**src/rtl/rv_debug_pkg.sv**
```systemverilog
// ---------------------------------------------------------------------------
// rv_debug_pkg
// Shared definitions for the byte-serial debug/program-load port:
//   - command opcodes carried in the first byte of each host frame
//   - single-byte response codes returned on the transmit stream
//   - loader FSM state encoding
//   - small opcode classification helpers
// ---------------------------------------------------------------------------
package rv_debug_pkg;

  localparam logic [7:0] OP_WR_IMEM = 8'h01;
  localparam logic [7:0] OP_WR_DMEM = 8'h02;
  localparam logic [7:0] OP_WR_REG  = 8'h03;
  localparam logic [7:0] OP_RD_REG  = 8'h04;
  localparam logic [7:0] OP_RUN     = 8'h05;
  localparam logic [7:0] OP_HALT    = 8'h06;

  localparam logic [7:0] RESP_ACK = 8'hA5;
  localparam logic [7:0] RESP_NAK = 8'hEE;

  typedef enum logic [2:0] {
    ST_IDLE,
    ST_OPC_CHECK,
    ST_ADDR,
    ST_DATA,
    ST_EXEC,
    ST_DMEM_WR,
    ST_RESP
  } state_e;

  function automatic logic is_known_op(input logic [7:0] op);
    return (op >= OP_WR_IMEM) && (op <= OP_HALT);
  endfunction

  // Opcodes that carry only the opcode byte (no address, no data).
  function automatic logic is_ctrl_op(input logic [7:0] op);
    return (op == OP_RUN) || (op == OP_HALT);
  endfunction

endpackage

```
**src/rtl/rv_debug_txq.sv**
```systemverilog
// ---------------------------------------------------------------------------
// rv_debug_txq
// Response serializer: loads up to four bytes plus a byte count and emits
// them LSB first on a valid/ready byte stream.
//   clk, rst        clock, synchronous active-high reset
//   load            capture load_data/load_count (only issued while empty)
//   load_data       up to four response bytes, byte 0 in [7:0]
//   load_count      number of bytes to send (1..4)
//   tx_valid/data   output byte stream, data held while not accepted
//   tx_ready        downstream accepts the current byte
//   tx_last         the byte currently offered is the final one
// ---------------------------------------------------------------------------
module rv_debug_txq (
  input  logic        clk,
  input  logic        rst,
  input  logic        load,
  input  logic [31:0] load_data,
  input  logic [2:0]  load_count,
  output logic        tx_valid,
  output logic [7:0]  tx_data,
  input  logic        tx_ready,
  output logic        tx_last
);

  logic [31:0] shreg;
  logic [2:0]  remaining;

  // NOTE: clocked state uses non-blocking (<=) so every register samples
  // pre-edge values; blocking here would create order-dependent races.
  always_ff @(posedge clk) begin
    if (rst) begin
      shreg     <= '0;
      remaining <= '0;
    end else if (load) begin
      shreg     <= load_data;
      remaining <= load_count;
    end else if ((remaining != 3'd0) && tx_ready) begin
      shreg     <= {8'h00, shreg[31:8]};
      remaining <= remaining - 3'd1;
    end
  end

  assign tx_valid = (remaining != 3'd0);
  assign tx_data  = shreg[7:0];
  assign tx_last  = (remaining == 3'd1);

endmodule

```
**src/rtl/rv_debug_loader.sv**
```systemverilog
// ---------------------------------------------------------------------------
// rv_debug_loader
// Byte-serial debug and program-load port for the single-cycle RISC-V core.
// Host frames: opcode, address, then 4 little-endian data bytes (writes only).
//   clk, rst                     clock, synchronous active-high reset
//   rx_valid/rx_data/rx_ready    host -> loader byte stream
//   tx_valid/tx_data/tx_ready    loader -> host byte stream
//   core_halt                    core frozen while high (1 out of reset)
//   core_pc_reset                one-cycle pulse, core restarts at PC=0
//   imem_we/addr/wdata           instruction word write
//   dmem_we/addr/wdata           data byte write (4 consecutive cycles)
//   rf_we/waddr/wdata            register write (never to x0)
//   rf_raddr/rf_rdata            register read port, combinational read
//   err                          sticky rejected-command flag
// ---------------------------------------------------------------------------
module rv_debug_loader
  import rv_debug_pkg::*;
#(
  parameter int IMEM_WORDS = 64,
  parameter int DMEM_BYTES = 64
) (
  input  logic                          clk,
  input  logic                          rst,
  input  logic                          rx_valid,
  input  logic [7:0]                    rx_data,
  output logic                          rx_ready,
  output logic                          tx_valid,
  output logic [7:0]                    tx_data,
  input  logic                          tx_ready,
  output logic                          core_halt,
  output logic                          core_pc_reset,
  output logic                          imem_we,
  output logic [$clog2(IMEM_WORDS)-1:0] imem_addr,
  output logic [31:0]                   imem_wdata,
  output logic                          dmem_we,
  output logic [$clog2(DMEM_BYTES)-1:0] dmem_addr,
  output logic [7:0]                    dmem_wdata,
  output logic                          rf_we,
  output logic [4:0]                    rf_waddr,
  output logic [31:0]                   rf_wdata,
  output logic [4:0]                    rf_raddr,
  input  logic [31:0]                   rf_rdata,
  output logic                          err
);

  localparam int IAW = $clog2(IMEM_WORDS);
  localparam int DAW = $clog2(DMEM_BYTES);

  state_e      state;
  logic [7:0]  opcode;
  logic [7:0]  addr;
  logic [31:0] data;
  logic [1:0]  cnt;
  logic        accept;

  logic        rx_fire;
  logic [31:0] word_next;
  logic [8:0]  dmem_last;
  logic        addr_ok;
  logic        write_ok;

  logic        tx_load;
  logic [31:0] tx_load_data;
  logic [2:0]  tx_load_count;
  logic        tx_last;

  // Decoded straight from state so back-pressure is exact; gated by rst so
  // the host sees no ready while reset is held.
  assign rx_ready = !rst && ((state == ST_IDLE) || (state == ST_ADDR) ||
                             (state == ST_DATA));
  assign rx_fire  = rx_valid && rx_ready;

  // Full little-endian word as of the byte being accepted now.
  assign word_next = {rx_data, data[31:8]};
  assign dmem_last = {1'b0, addr} + 9'd3;

  // NOTE: every signal assigned in always_comb gets a default first, so no
  // path leaves it unassigned and no latch is inferred.
  always_comb begin
    addr_ok = 1'b1;
    case (opcode)
      OP_WR_IMEM: addr_ok = int'(addr) < IMEM_WORDS;
      OP_WR_DMEM: addr_ok = int'(dmem_last) < DMEM_BYTES;
      default:    addr_ok = 1'b1;
    endcase
  end

  // Writes are only legal while the core is frozen.
  assign write_ok = core_halt && addr_ok;

  always_ff @(posedge clk) begin
    if (rst) begin
      state         <= ST_IDLE;
      opcode        <= '0;
      addr          <= '0;
      data          <= '0;
      cnt           <= '0;
      accept        <= 1'b0;
      core_halt     <= 1'b1;
      core_pc_reset <= 1'b0;
      imem_we       <= 1'b0;
      imem_addr     <= '0;
      imem_wdata    <= '0;
      dmem_we       <= 1'b0;
      dmem_addr     <= '0;
      dmem_wdata    <= '0;
      rf_we         <= 1'b0;
      rf_waddr      <= '0;
      rf_wdata      <= '0;
      rf_raddr      <= '0;
      err           <= 1'b0;
    end else begin
      // Single-cycle strobes fall back unless re-armed below.
      imem_we       <= 1'b0;
      rf_we         <= 1'b0;
      core_pc_reset <= 1'b0;

      case (state)
        ST_IDLE: begin
          if (rx_fire) begin
            opcode <= rx_data;
            accept <= 1'b0;
            // RUN/HALT take effect the cycle right after the opcode byte.
            if (rx_data == OP_RUN) begin
              core_halt     <= 1'b0;
              core_pc_reset <= 1'b1;
            end else if (rx_data == OP_HALT) begin
              core_halt <= 1'b1;
            end
            state <= ST_OPC_CHECK;
          end
        end

        ST_OPC_CHECK: begin
          if (is_ctrl_op(opcode)) begin
            state <= ST_EXEC;
          end else if (is_known_op(opcode)) begin
            state <= ST_ADDR;
          end else begin
            err   <= 1'b1;
            state <= ST_RESP;
          end
        end

        ST_ADDR: begin
          if (rx_fire) begin
            addr <= rx_data;
            cnt  <= 2'd0;
            if (opcode == OP_RD_REG) begin
              rf_raddr <= rx_data[4:0];
              state    <= ST_EXEC;
            end else begin
              state <= ST_DATA;
            end
          end
        end

        ST_DATA: begin
          if (rx_fire) begin
            data <= word_next;
            cnt  <= cnt + 2'd1;
            if (cnt == 2'd3) begin
              // Strobes are armed here so they are visible in the EXEC
              // cycle, one cycle after the fourth data byte.
              accept <= write_ok;
              if (!write_ok) err <= 1'b1;
              if (write_ok) begin
                case (opcode)
                  OP_WR_IMEM: begin
                    imem_we    <= 1'b1;
                    imem_addr  <= addr[IAW-1:0];
                    imem_wdata <= word_next;
                  end
                  OP_WR_DMEM: begin
                    dmem_we    <= 1'b1;
                    dmem_addr  <= addr[DAW-1:0];
                    dmem_wdata <= word_next[7:0];
                  end
                  default: begin
                    rf_waddr <= addr[4:0];
                    rf_wdata <= word_next;
                    rf_we    <= (addr[4:0] != 5'd0);
                  end
                endcase
              end
              state <= ST_EXEC;
            end
          end
        end

        ST_EXEC: begin
          // EXEC carries DMEM byte 0; DMEM_WR then steps bytes 1..3.
          if ((opcode == OP_WR_DMEM) && accept) begin
            cnt        <= 2'd1;
            dmem_addr  <= dmem_addr + DAW'(1);
            dmem_wdata <= data[15:8];
            data       <= {8'h00, data[31:8]};
            state      <= ST_DMEM_WR;
          end else begin
            state <= ST_RESP;
          end
        end

        ST_DMEM_WR: begin
          if (cnt == 2'd3) begin
            dmem_we <= 1'b0;
            state   <= ST_RESP;
          end else begin
            cnt        <= cnt + 2'd1;
            dmem_addr  <= dmem_addr + DAW'(1);
            dmem_wdata <= data[15:8];
            data       <= {8'h00, data[31:8]};
          end
        end

        ST_RESP: begin
          if (tx_valid && tx_ready && tx_last) state <= ST_IDLE;
        end

        default: state <= ST_IDLE;
      endcase
    end
  end

  // Response loading. RD_REG captures rf_rdata here, so later register
  // writes cannot disturb bytes still waiting to be sent.
  always_comb begin
    tx_load       = 1'b0;
    tx_load_data  = 32'h0;
    tx_load_count = 3'd0;
    case (state)
      ST_OPC_CHECK: begin
        if (!is_known_op(opcode)) begin
          tx_load       = 1'b1;
          tx_load_data  = {24'h0, RESP_NAK};
          tx_load_count = 3'd1;
        end
      end
      ST_EXEC: begin
        if (opcode == OP_RD_REG) begin
          tx_load       = 1'b1;
          tx_load_data  = rf_rdata;
          tx_load_count = 3'd4;
        end else if (!((opcode == OP_WR_DMEM) && accept)) begin
          tx_load       = 1'b1;
          tx_load_data  = {24'h0, (accept || is_ctrl_op(opcode)) ? RESP_ACK : RESP_NAK};
          tx_load_count = 3'd1;
        end
      end
      ST_DMEM_WR: begin
        if (cnt == 2'd3) begin
          tx_load       = 1'b1;
          tx_load_data  = {24'h0, RESP_ACK};
          tx_load_count = 3'd1;
        end
      end
      default: ;
    endcase
  end

  rv_debug_txq u_txq (
    .clk        (clk),
    .rst        (rst),
    .load       (tx_load),
    .load_data  (tx_load_data),
    .load_count (tx_load_count),
    .tx_valid   (tx_valid),
    .tx_data    (tx_data),
    .tx_ready   (tx_ready),
    .tx_last    (tx_last)
  );

endmodule

```
**config.mk**
```make
export PLATFORM = sky130hd
export DESIGN_NAME = rv_debug_loader
export DESIGN_NICKNAME = d
export VERILOG_FILES = /design/src/rtl/rv_debug_pkg.sv /design/src/rtl/rv_debug_txq.sv /design/src/rtl/rv_debug_loader.sv
export SDC_FILE = /design/constraint.sdc
export NUM_CORES = 1
export LEC_CHECK = 0
export ABC_AREA = 0
export BUFFER_PORTS_ARGS = -buffer_cell sky130_fd_sc_hd__buf_2
export CAP_MARGIN = 10
export CORE_ASPECT_RATIO = 1.25
export CORE_MARGIN = 8
export CORE_UTILIZATION = 45
export DETAILED_ROUTE_END_ITERATION = 8
export GPL_TIMING_DRIVEN = 1
export PLACE_DENSITY = 0.65
export SLEW_MARGIN = 20
export SYNTH_ARGS = -nofsm -noshare
export SYNTH_HDL_FRONTEND = slang
export SYNTH_SLANG_ARGS = --single-unit
```
**constraint.sdc**
```tcl
create_clock -name clk -period 6.2 [get_ports clk]
set_clock_uncertainty 0.2 [all_clocks]
set_input_delay 0 -clock clk [delete_from_list [all_inputs] [get_ports clk]]
set_output_delay 0 -clock clk [all_outputs]
set_load 0.02 [all_outputs]
```
Word level (Yosys, flattened, before mapping)

Cells that the tools add are included.

Logic and storage cells: 177
Flip-flop bits (word level): 189
Output and inout port bits: 110
Input port bits: 44

Bitwise gates (word level): 6
Mux-type cells: 75
Reductions and logical operators: 39
Order comparisons: 4
Equality and inequality tests: 28
$add $sub $neg: 4

Operators by type and width:

| operator            | count |
|---|---|
| $mux 32             | 6 |
| $pmux 32 s3         | 2 |
| $mux 8              | 9 |
| $eq 8x3->1 const B  | 5 |
| $mux 3              | 12 |
| $mux 6              | 6 |
| $mux 1              | 24 |
| $pmux 8 s3          | 1 |
| $ne 2x2->1 const B  | 11 |
| $pmux 3 s7          | 1 |
| $pmux 6 s3          | 1 |
| $reduce_and 6->1    | 3 |
| $reduce_and 5->1    | 3 |
| $mux 2              | 5 |
| $reduce_bool 2->1   | 5 |
| $add 8x2->9 const B | 1 |
| $eq 3x3->1 const B  | 3 |
| $lt 9x7->1 const B  | 1 |
| $pmux 3 s3          | 1 |
| $eq 8x1->1 const B  | 1 |
| $eq 8x2->1 const B  | 1 |
| $ge 8x1->1 const B  | 1 |
| $le 8x3->1 const B  | 1 |
| $lt 8x7->1 const B  | 1 |
| other kinds (27)    | 51 |

Logic depth before layout (Yosys ltp)

Gate-level depths: netlist of run 1.

Depth after elaboration: 8
Mapped depth: 9
Gate-level depth less buffers: 7

Cells and area by module

Synthesis of run 1 repeated with hierarchy kept, for this count alone.

Cells, all modules: 984
Area total of the unflattened synthesis: 8119.0 um^2

Modules (own cells, without submodules):

| module          | times used | seq. area each (um^2) | cells an instance | area each (um^2) |
|---|---|---|---|---|
| rv_debug_loader | 1          | 2922.8                | 774               | 6216.0 |
| rv_debug_txq    | 1          | 700.7                 | 210               | 1903.1 |

Least setup slack after synthesis of run 1

OpenSTA, ideal clock, no wires.

Kind: register to register
From: reg opcode[1]
To: reg dmem_wdata[2]
Data required time: 5.868 ns
Path slack: 4.028 ns
Period minus slack after synthesis: 2.172 ns
Data arrival time: 1.840 ns
Path buffers: 3
Stages on the path, launching flop included: 9
Setup time: 0.132 ns
Cell sequence: dfxtp_1 -> buf_4 -> nor2b_1 -> nand4_2 -> and2_1 -> buf_2 -> buf_2 -> o31ai_1 -> a21oi_1

Longest elaborated chain between the ends: 5
Elaborated cells between the ends (all ways): 9
Those cells by class: eq/ne: 5; mux: 1; reduce/logical: 3

RTL lines:

| what                                     | line                                                                  | text |
|---|---|---|
| start, declared                          | rv_debug_loader.sv:50                                                 | `logic [7:0] opcode;` |
| start signal, assigned                   | rv_debug_loader.sv:121                                                | `opcode <= rx_data;` |
| $eq 8x2->1 or $eq 8x1->1 (tied branches) | rv_debug_loader.sv:81, rv_debug_loader.sv:168, rv_debug_loader.sv:193 |  |
| $pmux 1 s2                               | rv_debug_loader.sv:81                                                 | `case (opcode)` |
| $logic_and 1x1->1                        | rv_debug_loader.sv:89                                                 | `assign write_ok = core_halt && addr_ok;` |
| $ne 2x2->1 (no source line)              | n/a                                                                   |  |
| $reduce_and 7->1 (no source line) (*)    | n/a                                                                   |  |
| end signal, assigned                     | rv_debug_loader.sv:177                                                | `dmem_wdata <= word_next[7:0];` |
| end signal, assigned                     | rv_debug_loader.sv:196                                                | `dmem_wdata <= data[15:8];` |
| end signal, assigned                     | rv_debug_loader.sv:211                                                | `dmem_wdata <= data[15:8];` |
| end, declared                            | rv_debug_loader.sv:37                                                 | `output logic [7:0] dmem_wdata,` |

Every way passes the cells marked *; elsewhere a longest branch is shown, timed or not.
A chain may end at the register's enable or synchronous reset.

Final worst setup path of run 1

From: reg state[0]
To: reg rf_wdata[31]

Longest elaborated chain between the ends: 6
Elaborated cells between the ends (all ways): 8
Those cells by class: eq/ne: 2; reduce/logical: 6

RTL lines:

| what                                          | line                   | text |
|---|---|---|
| start, declared                               | rv_debug_loader.sv:49  | `state_e state;` |
| start signal, assigned                        | rv_debug_loader.sv:93  | `state <= ST_IDLE;` |
| start signal, assigned                        | rv_debug_loader.sv:130 | `state <= ST_OPC_CHECK;` |
| start signal, assigned                        | rv_debug_loader.sv:136 | `state <= ST_EXEC;` |
| $eq 3x2->1 or $logic_not 3->1 (tied branches) | rv_debug_loader.sv:69  | `assign rx_ready = !rst && ((state == ST_IDLE) \|\| (state == ST_ADDR) \|\|` |
| $logic_or 1x1->1 (2 in a row)                 | rv_debug_loader.sv:69  |  |
| $logic_and 1x1->1                             | rv_debug_loader.sv:69  |  |
| $logic_and 1x1->1                             | rv_debug_loader.sv:71  | `assign rx_fire = rx_valid && rx_ready;` |
| $reduce_and 5->1 (no source line) (*)         | n/a                    |  |
| end signal, assigned                          | rv_debug_loader.sv:181 | `rf_wdata <= word_next;` |
| end, declared                                 | rv_debug_loader.sv:40  | `output logic [31:0] rf_wdata,` |

Marked as above.

==> insert_results.sql, run 1 <==
INSERT INTO impl_metrics (metric_group, metric, value, unit) VALUES
('floorplan', 'die_y', '161', 'um'),
('place', 'port_buffers', '153', ''),
('place', 'gpl.final_weighted_congestion', '0.833', ''),
('detailed_routing', 'route.vias.total', '6913', ''),
('clock_tree', 'clkLatencyLatePin', '0.42', 'ns'),
('timing', 'setup_viol_count_final', '0', ''),
('timing', 'maxSlewHeadroom', '28.4', '%'),
('logic_synthesis', 'synth_area_per_cell', '8.53', 'um^2'),
('detailed_routing', 'drt_drc_violations_left', '0', ''),
('worst_setup_path', 'timing.critical_path.cells', 'nand3_1 -> nor4_1 -> o21a_1 -> buf_4 -> nand2_1 -> a21oi_1 -> dlygate4sd3_1', ''),
('min_path', 'hp-class', 'primary input to register', ''),
('floorplan', 'num_io_pins', '154', ''),
('final_layout', 'area_growth', '22.9', '%'),
('worst_setup_path', 'r2r_cells', '7', ''),
('logic_synthesis', 'syn_nets', '942', ''),
('clock_tree', 'cts_tree', 'done', ''),
('global_routing', 'grt_antenna_before_repair', '0', ''),
('pwr', 'cellLeakagePower', '3.61', 'nW'),
('floorplan', 'fp-row-count', '53', ''),
('timing', 'final.setup.tns', '0', 'ns'),
('pwr', 'clock_power_share', '33.3', '%'),
('clock_tree', 'cts.sink_count', '181', ''),
('worst_setup_path', 'worstSetupEndpointType', 'register', ''),
('pwr', 'internal_power', '2.10', 'mW'),
('global_routing', 'grt_start_max_net_pins', '101', ''),
('detailed_routing', 'avgRoutedWirePerCell', '17.5', 'um'),
('floorplan', 'floorplan.initialDensity', '45.6', '%'),
('pwr', 'p_sw', '1.03', 'mW'),
('place', 'post_dp_cell_area', '8340', 'um^2'),
('worst_setup_path', 'timing.critical_path.fanout_max', '37', ''),
('global_routing', 'groute.usage.overall', '20.5', '%'),
('clock_tree', 'cts-resized-gates', '0', ''),
('final_layout', 'finish.net_count', '1089', ''),
('timing', 'fin_crit', '3.34', 'ns'),
('detailed_routing', 'viasPerCell', '5.43', ''),
('worst_setup_path', 'crit_path_start_kind', 'register', ''),
('global_routing', 'first_global_vias', '6715', ''),
('logic_synthesis', 'number_of_standard_cells_after_synthesis', '893', ''),
('run_status', 'status', 'finished, final reports clean', ''),
('timing', 'slew_viol_final', '0', ''),
('logic_synthesis', 'synth-main-ff-cell', 'dfxtp_1', ''),
('detailed_routing', 'firstDrtPassIters', '4', ''),
('timing', 'timing.fmax', '299', 'MHz'),
('worst_setup_path', 'crit_type', 'register to register', ''),
('clock_tree', 'cts.repair_timing.setup_buffer_count', '0', ''),
('logic_synthesis', 'mappedNetlistArea', '7620', 'um^2'),
('detailed_routing', 'antenna_left', '0', ''),
('logic_synthesis', 'async_flop_share', '0', '%'),
('timing', 'hold_violations', '0', ''),
('pwr', 'power.sequential.fraction', '43.0', '%'),
('global_routing', 'gr-total-overflow', '0', ''),
('final_layout', 'post-route-cell-area', '9370', 'um^2'),
('detailed_routing', 'detail_route.iter0.violations', '433', ''),
('logic_synthesis', 'synth_edf_count', '0', ''),
('floorplan', 'core', '16700', 'um^2'),
('worst_setup_path', 'setup.reg_to_reg.worst_slack', '2.86', 'ns'),
('worst_setup_path', 'worst_path_max_delay_cell', 'dfxtp_1', ''),
('logic_synthesis', 'post-synth-top-count-cell', 'nand2_1', ''),
('final_layout', 'layout-drive-gt1-share', '19.8', '%'),
('clock_tree', 'cts.clk_slew.worst_paths', '0.07', 'ns'),
('logic_synthesis', 'yosysWarnings', '0', ''),
('flow_run', 'max_cap_violations', '0', ''),
('timing', 'final.period_utilization', '53.9', '%'),
('worst_setup_path', 'crit_arrival', '3.51', 'ns'),
('floorplan', 'chipWidth', '132', 'um'),
('final_layout', 'diodes', '0', ''),
('logic_synthesis', 'netlist_top_cells_count', 'nand2_1 (191), dfxtp_1 (181), a21oi_1 (107)', ''),
('detailed_routing', 'routed_wl', '22.3', 'mm'),
('clock_tree', 'ctsRootBufferMaster', 'clkbuf_16', ''),
('clock_tree', 'clockBufferDepth', '2', ''),
('pwr', 'maximum_vdd_drop', '0.000227', 'V');
## per-layer routing
| layer | up-vias | wire length, um | global-route usage, % |
|---|---|---|---|
| li1 | 3414 | - | - |
| met1 | 3272 | 9760 | 25.5 |
| met2 | 201 | 11000 | 34.6 |
| met3 | 26 | 1060 | 4.26 |
| met4 | 0 | 414 | 6.93 |
| met5 | - | 0 | 0 |
## worst max-delay path: cells and delay by family (launching register included)
family	cells	cell delay, ns
AO/OA/AOI/OAI	2	0.36
buffers and inverters	2	0.96
flip-flops	1	0.88
AND/OR/NAND/NOR	3	0.87
## worst min path at each step
| stage | start | end | slack, ns | depth (start not counted) |
|---|---|---|---|---|
| after floorplan | rx_data[0] | core_halt | -0.11 | 1 |
| after global placement | rf_rdata[31] | u_txq.shreg[31] | 0.01 | 2 |
| after detailed placement | rf_rdata[27] | u_txq.shreg[27] | 0.02 | 2 |
| after CTS | rf_rdata[30] | u_txq.shreg[30] | 0.11 | 3 |
| after global routing | rf_rdata[30] | u_txq.shreg[30] | 0.13 | 3 |
| final | rf_rdata[31] | u_txq.shreg[31] | 0.12 | 3 |
## sequential cells by signal, summed over array words and instances (netlist names), 2 cells and up
register	cells
dmem_addr	6
imem_wdata	32
u_txq.shreg	32
imem_addr	6
state	3
data	24
rf_wdata	32
addr	8
opcode	8
dmem_wdata	8
rf_waddr	5
rf_raddr	5
u_txq.remaining	3
cnt	2
## cells by family (layout without fill, tap and decap cells)
| kind of cell | count (synthesis) | after routing | synth area share (%) |
|---|---|---|---|
| XOR/XNOR | 2 | 2 | 0.230 |
| flip-flops | 181 | 181 | 47.6 |
| multiplexers | 44 | 44 | 5.78 |
| AO/OA/AOI/OAI | 221 | 221 | 18.9 |
| buffers and inverters | 86 | 246 | 5.44 |
| adder cells (fa/ha/maj) | 5 | 5 | 0.821 |
| AND/OR/NAND/NOR | 354 | 354 | 21.3 |
## through the flow
step | hold slack [ns] | std cells | setup slack, ns
after CTS | 0.108 | 1273 | 2.90
final | 0.124 | 1273 | 2.86
after global routing | 0.126 | 1273 | 2.62
after detailed placement | 0.0182 | 1196 | 2.95
after floorplan | -0.113 | 893 | 4.03
after global placement | 0.0109 | 1196 | 3.04
## power by group through the flow
stage                     Clock (mW)  Combinational (mW)  Sequential, mW
after floorplan                    0               0.619            1.33
after global placement             0               0.721            1.37
after detailed placement           0               0.722            1.37
after CTS                       1.06               0.748            1.35
after global routing            1.11               0.826            1.36
final                           1.04               0.746            1.35
## layout make-up
| type | count | area, um^2 | area share [%] |
|---|---|---|---|
| inverter | 9 | 33.8 | 0.361 |
| clock buffer | 20 | 457 | 4.88 |
| multi-input combinational | 626 | 3590 | 38.3 |
| sequential | 181 | 3620 | 38.7 |
| clock inverter | 12 | 115 | 1.23 |
| tap | 220 | 275 | 2.94 |
| timing repair buffer | 205 | 1270 | 13.6 |
## what timing repair did
| item | in CTS | in global routing |
|---|---|---|
| endpoints found under the hold margin | 126 | 0 |
| setup endpoints to repair | 0 | 0 |
| hold buffers | 45 | 0 |
## layout by cell type (no fill, tap or decap), drive strengths merged, types with 6 or more instances in the layout
cell	Yosys	layout
nand2b	10	10
inv	9	15
nand2	192	192
buf	41	160
mux2i	44	44
o21ai	26	26
and2	9	9
nand4	16	16
nor4	6	6
a31oi	6	6
nor3	11	11
nor2	68	68
o31ai	10	10
a22o	10	10
a2bb2oi	17	17
dfxtp	181	181
a311oi	6	6
clkbuf	36	20
a21oi	107	107
dlygate4sd3	0	45
o41ai	7	7
nor2b	10	10
nand3	13	13
(Power assumes the default switching activity.)
==> inputs of run 2 (changes only) <==
ABC_AREA = 1   (was 0)
PLACE_DENSITY = 0.68   (was 0.65)
clock period = 3.03 ns   (was 6.2 ns; I/O delays follow)
==> insert_results.sql, run 2 <==
INSERT INTO impl_metrics (metric_group, metric, value, unit) VALUES
('logic_synthesis', 'post-synth-top-count-cell', 'nand2_1', ''),
('pwr', 'power_density_over_the_cells', '780', 'nW/um^2'),
('clock_tree', 'cts-resized-gates', '0', ''),
('global_routing', 'grt.met2_usage', '36.0', '%'),
('clock_tree', 'ctsRootBufferMaster', 'clkbuf_16', ''),
('detailed_routing', 'firstDrtPassIters', '5', ''),
('logic_synthesis', 'async_flop_share', '0', '%'),
('logic_synthesis', 'number_of_standard_cells_after_synthesis', '1057', ''),
('final_layout', 'n_fill_cell', '1648', ''),
('logic_synthesis', 'synth-main-ff-cell', 'dfxtp_1', ''),
('clock_tree', 'cts_tree', 'done', ''),
('detailed_routing', 'routed_wl', '21.8', 'mm'),
('global_routing', 'groute.usage.overall', '20.4', '%'),
('timing', 'unrepaired_setup_endpoints_after_global_routing', 'no', ''),
('worst_setup_path', 'crit_arrival', '2.49', 'ns'),
('timing', 'hold_violations', '0', ''),
('run_status', 'status', 'finished, final reports clean', ''),
('logic_synthesis', 'netlist_top_cells_count', 'nand2_1 (190), dfxtp_1 (181), nor2_1 (143)', ''),
('floorplan', 'floorplan.initialDensity', '45.7', '%'),
('final_layout', 'storage_element_area', '3620', 'um^2'),
('worst_setup_path', 'worstSetupEndpointType', 'register', ''),
('min_path', 'hp-class', 'primary input to register', ''),
('final_layout', 'final_common_cell', 'nand2_1', ''),
('global_routing', 'grt_start_max_net_pins', '142', ''),
('timing', 'maxSlewHeadroom', '58.0', '%'),
('timing', 'setup_slack', '0.683', 'ns'),
('clock_tree', 'cts_bufs_inserted', '17', ''),
('place', 'post_dp_cell_area', '8460', 'um^2'),
('timing', 'timing.fmax', '426', 'MHz'),
('pwr', 'cellLeakagePower', '4.29', 'nW'),
('global_routing', 'grt_antenna_before_repair', '0', ''),
('clock_tree', 'cts_hold_repair.buffers', '44', ''),
('final_layout', 'multi_input_comb_area', '3280', 'um^2'),
('clock_tree', 'clockBufferDepth', '2', ''),
('worst_setup_path', 'cp_data_required_time', '3.18', 'ns'),
('place', 'port_buffers', '153', ''),
('logic_synthesis', 'synth_edf_count', '0', ''),
('detailed_routing', 'avgRoutedWirePerCell', '15.0', 'um'),
('place', 'dpl.hpwl', '15.1', 'mm'),
('logic_synthesis', 'yosysWarnings', '0', ''),
('final_layout', 'finish.net_count', '1269', ''),
('global_routing', 'grt_pass1_wl', '35.8', 'mm'),
('logic_synthesis', 'synth_top_cell_area_share', '47.5', '%'),
('logic_synthesis', 'synth.distinct_cells', '34', ''),
('final_layout', 'post-route-cell-area', '9490', 'um^2'),
('final_layout', 'layout-drive-gt1-share', '17.7', '%'),
('global_routing', 'first_global_vias', '7174', ''),
('logic_synthesis', 'synth.ff_latch_count', '181', ''),
('worst_setup_path', 'crit_path_start_kind', 'register', ''),
('floorplan', 'num_io_pins', '154', ''),
('detailed_routing', 'antenna_left', '0', ''),
('floorplan', 'fp-row-count', '53', ''),
('global_routing', 'gr-total-overflow', '0', ''),
('place', 'place_worst_setup_slack', '0.709', 'ns'),
('worst_setup_path', 'timing.critical_path.fanout_max', '28', ''),
('final_layout', 'final_core_utilization', '56.8', '%'),
('detailed_routing', 'detail_route.iter0.violations', '469', ''),
('logic_synthesis', 'yosys-top-cells-area', 'dfxtp_1 (47%), nand2_1 (9.3%), o21ai_0 (8.8%), a21oi_1 (8.3%), nor2_1 (7.0%)', ''),
('clock_tree', 'cts.clk_slew.worst_paths', '0.06', 'ns'),
('clock_tree', 'clkLatencyLatePin', '0.43', 'ns'),
('floorplan', 'chipWidth', '133', 'um'),
('logic_synthesis', 'seq_area_frac_synth', '47.5', '%'),
('logic_synthesis', 'syn_nets', '1106', ''),
('timing', 'tightestPinTransition', '0.628', 'ns'),
('clock_tree', 'cts.sink_count', '181', ''),
('worst_setup_path', 'crit_type', 'register to register', ''),
('final_layout', 'area_growth', '24.4', '%'),
('final_layout', 'diodes', '0', ''),
('timing', 'final.period_utilization', '77.4', '%'),
('logic_synthesis', 'post-synth-top-area-cell', 'dfxtp_1', ''),
('timing', 'fin_crit', '2.35', 'ns'),
('floorplan', 'die_y', '162', 'um'),
('place', 'gpl.final_weighted_congestion', '0.871', ''),
('pwr', 'maximum_vdd_drop', '0.000380', 'V'),
('global_routing', 'grt-busiest-layer', 'met2', ''),
('detailed_routing', 'drt_drc_violations_left', '0', ''),
('timing', 'slew_viol_final', '0', ''),
('final_layout', 'reg.largest.list', 'imem_wdata: 32 flops, rf_wdata: 32 flops, u_txq.shreg: 32 flops', ''),
('detailed_routing', 'viasPerCell', '5.06', ''),
('timing', 'final.setup.tns', '0', 'ns'),
('final_layout', 'mostFrequentLayoutCells', 'nand2_1 (190), dfxtp_1 (181), buf_2 (153), nor2_1 (142), o21ai_0 (134)', ''),
('floorplan', 'die_area', '21400', 'um^2'),
('flow_run', 'max_cap_violations', '0', ''),
('logic_synthesis', 'mappedNetlistArea', '7630', 'um^2'),
('timing', 'setup_viol_count_final', '0', ''),
('global_routing', 'grt.met1_usage', '23.5', '%'),
('pwr', 'power', '7.41', 'mW'),
('global_routing', 'gr-usage-met3', '5.72', '%'),
('clock_tree', 'h-tree-depth', '4', ''),
('logic_synthesis', 'synth_area_per_cell', '7.22', 'um^2'),
('floorplan', 'core', '16700', 'um^2'),
('detailed_routing', 'route.vias.total', '7351', ''),
('clock_tree', 'cts.repair_timing.setup_buffer_count', '0', '');
## run 2: cell count changes in the layout (fill, tap and decap cells not counted), moves of 9 or more
cell	delta
mux2i_1	-43
nand2b_1	-10
inv_1	+84
nand3_1	+58
a22o_1	-10
nor2b_1	-10
a2bb2oi_1	-17
nor2_1	+75
o31ai_1	-10
a21oi_1	+19
o21ai_0	+118
and2_1	-9
## run 2: where the power goes
part | switching [mW] | leakage [nW] | internal (mW)
logic | 1.48 | 2.54 | 0.721
registers | 0.221 | 1.47 | 2.73
clock network | 0.936 | 0.287 | 1.32
total | 2.64 | 4.29 | 4.77
## run 2: cell families after synthesis
logic type               Yosys count  share of synthesized area (%)
AO/OA/AOI/OAI                    271                           18.1
XOR/XNOR                           3                          0.344
buffers and inverters            167                           9.62
flip-flops                       181                           47.5
multiplexers                       1                          0.131
AND/OR/NAND/NOR                  429                           23.5
adder cells (fa/ha/maj)            5                          0.819
## run 2: routing by layer
metal | vias up | share of wire, %
met2 | 201 | 51
met4 | 0 | 1.5
met3 | 27 | 5.6
met1 | 3386 | 42
met5 | - | 0
li1 | 3737 | -
## run 2: cell type report
type                    instances  share of cell area (%)
inverters                     100                    3.98
well taps                     220                    2.90
clock inverters                12                    1.58
flip-flops and latches        181                    38.2
repair buffers                211                    14.1
multi-input cells             709                    34.6
clock buffers                  20                    4.70
## run 2: metrics by stage
stage | cells | hold slack (ns)
floorplan | 1057 | -0.160
global placement | 1377 | 0.0554
detailed placement | 1377 | 0.0587
CTS | 1453 | 0.152
global route | 1453 | 0.176
finish | 1453 | 0.172
## run 2: path summary, 6_finish.rpt
path                      start               to  slack, ns  cells after the start
max          u_txq.remaining[0]  u_txq.shreg[14]       0.68                      8
max reg2reg  u_txq.remaining[0]  u_txq.shreg[14]       0.68                      8
min reg2reg             dmem_we          dmem_we       0.25                      2
min                 rf_rdata[8]   u_txq.shreg[8]       0.17                      4
## run 2: critical path: stages (launching register included)
cell and delay (ns):
dfxtp_1 0.35, inv_1 0.09, ha_1 0.23, a21boi_2 0.31, inv_2 0.26, nand4_1 0.36
buf_4 0.23, o21ai_0 0.08, a21oi_1 0.16
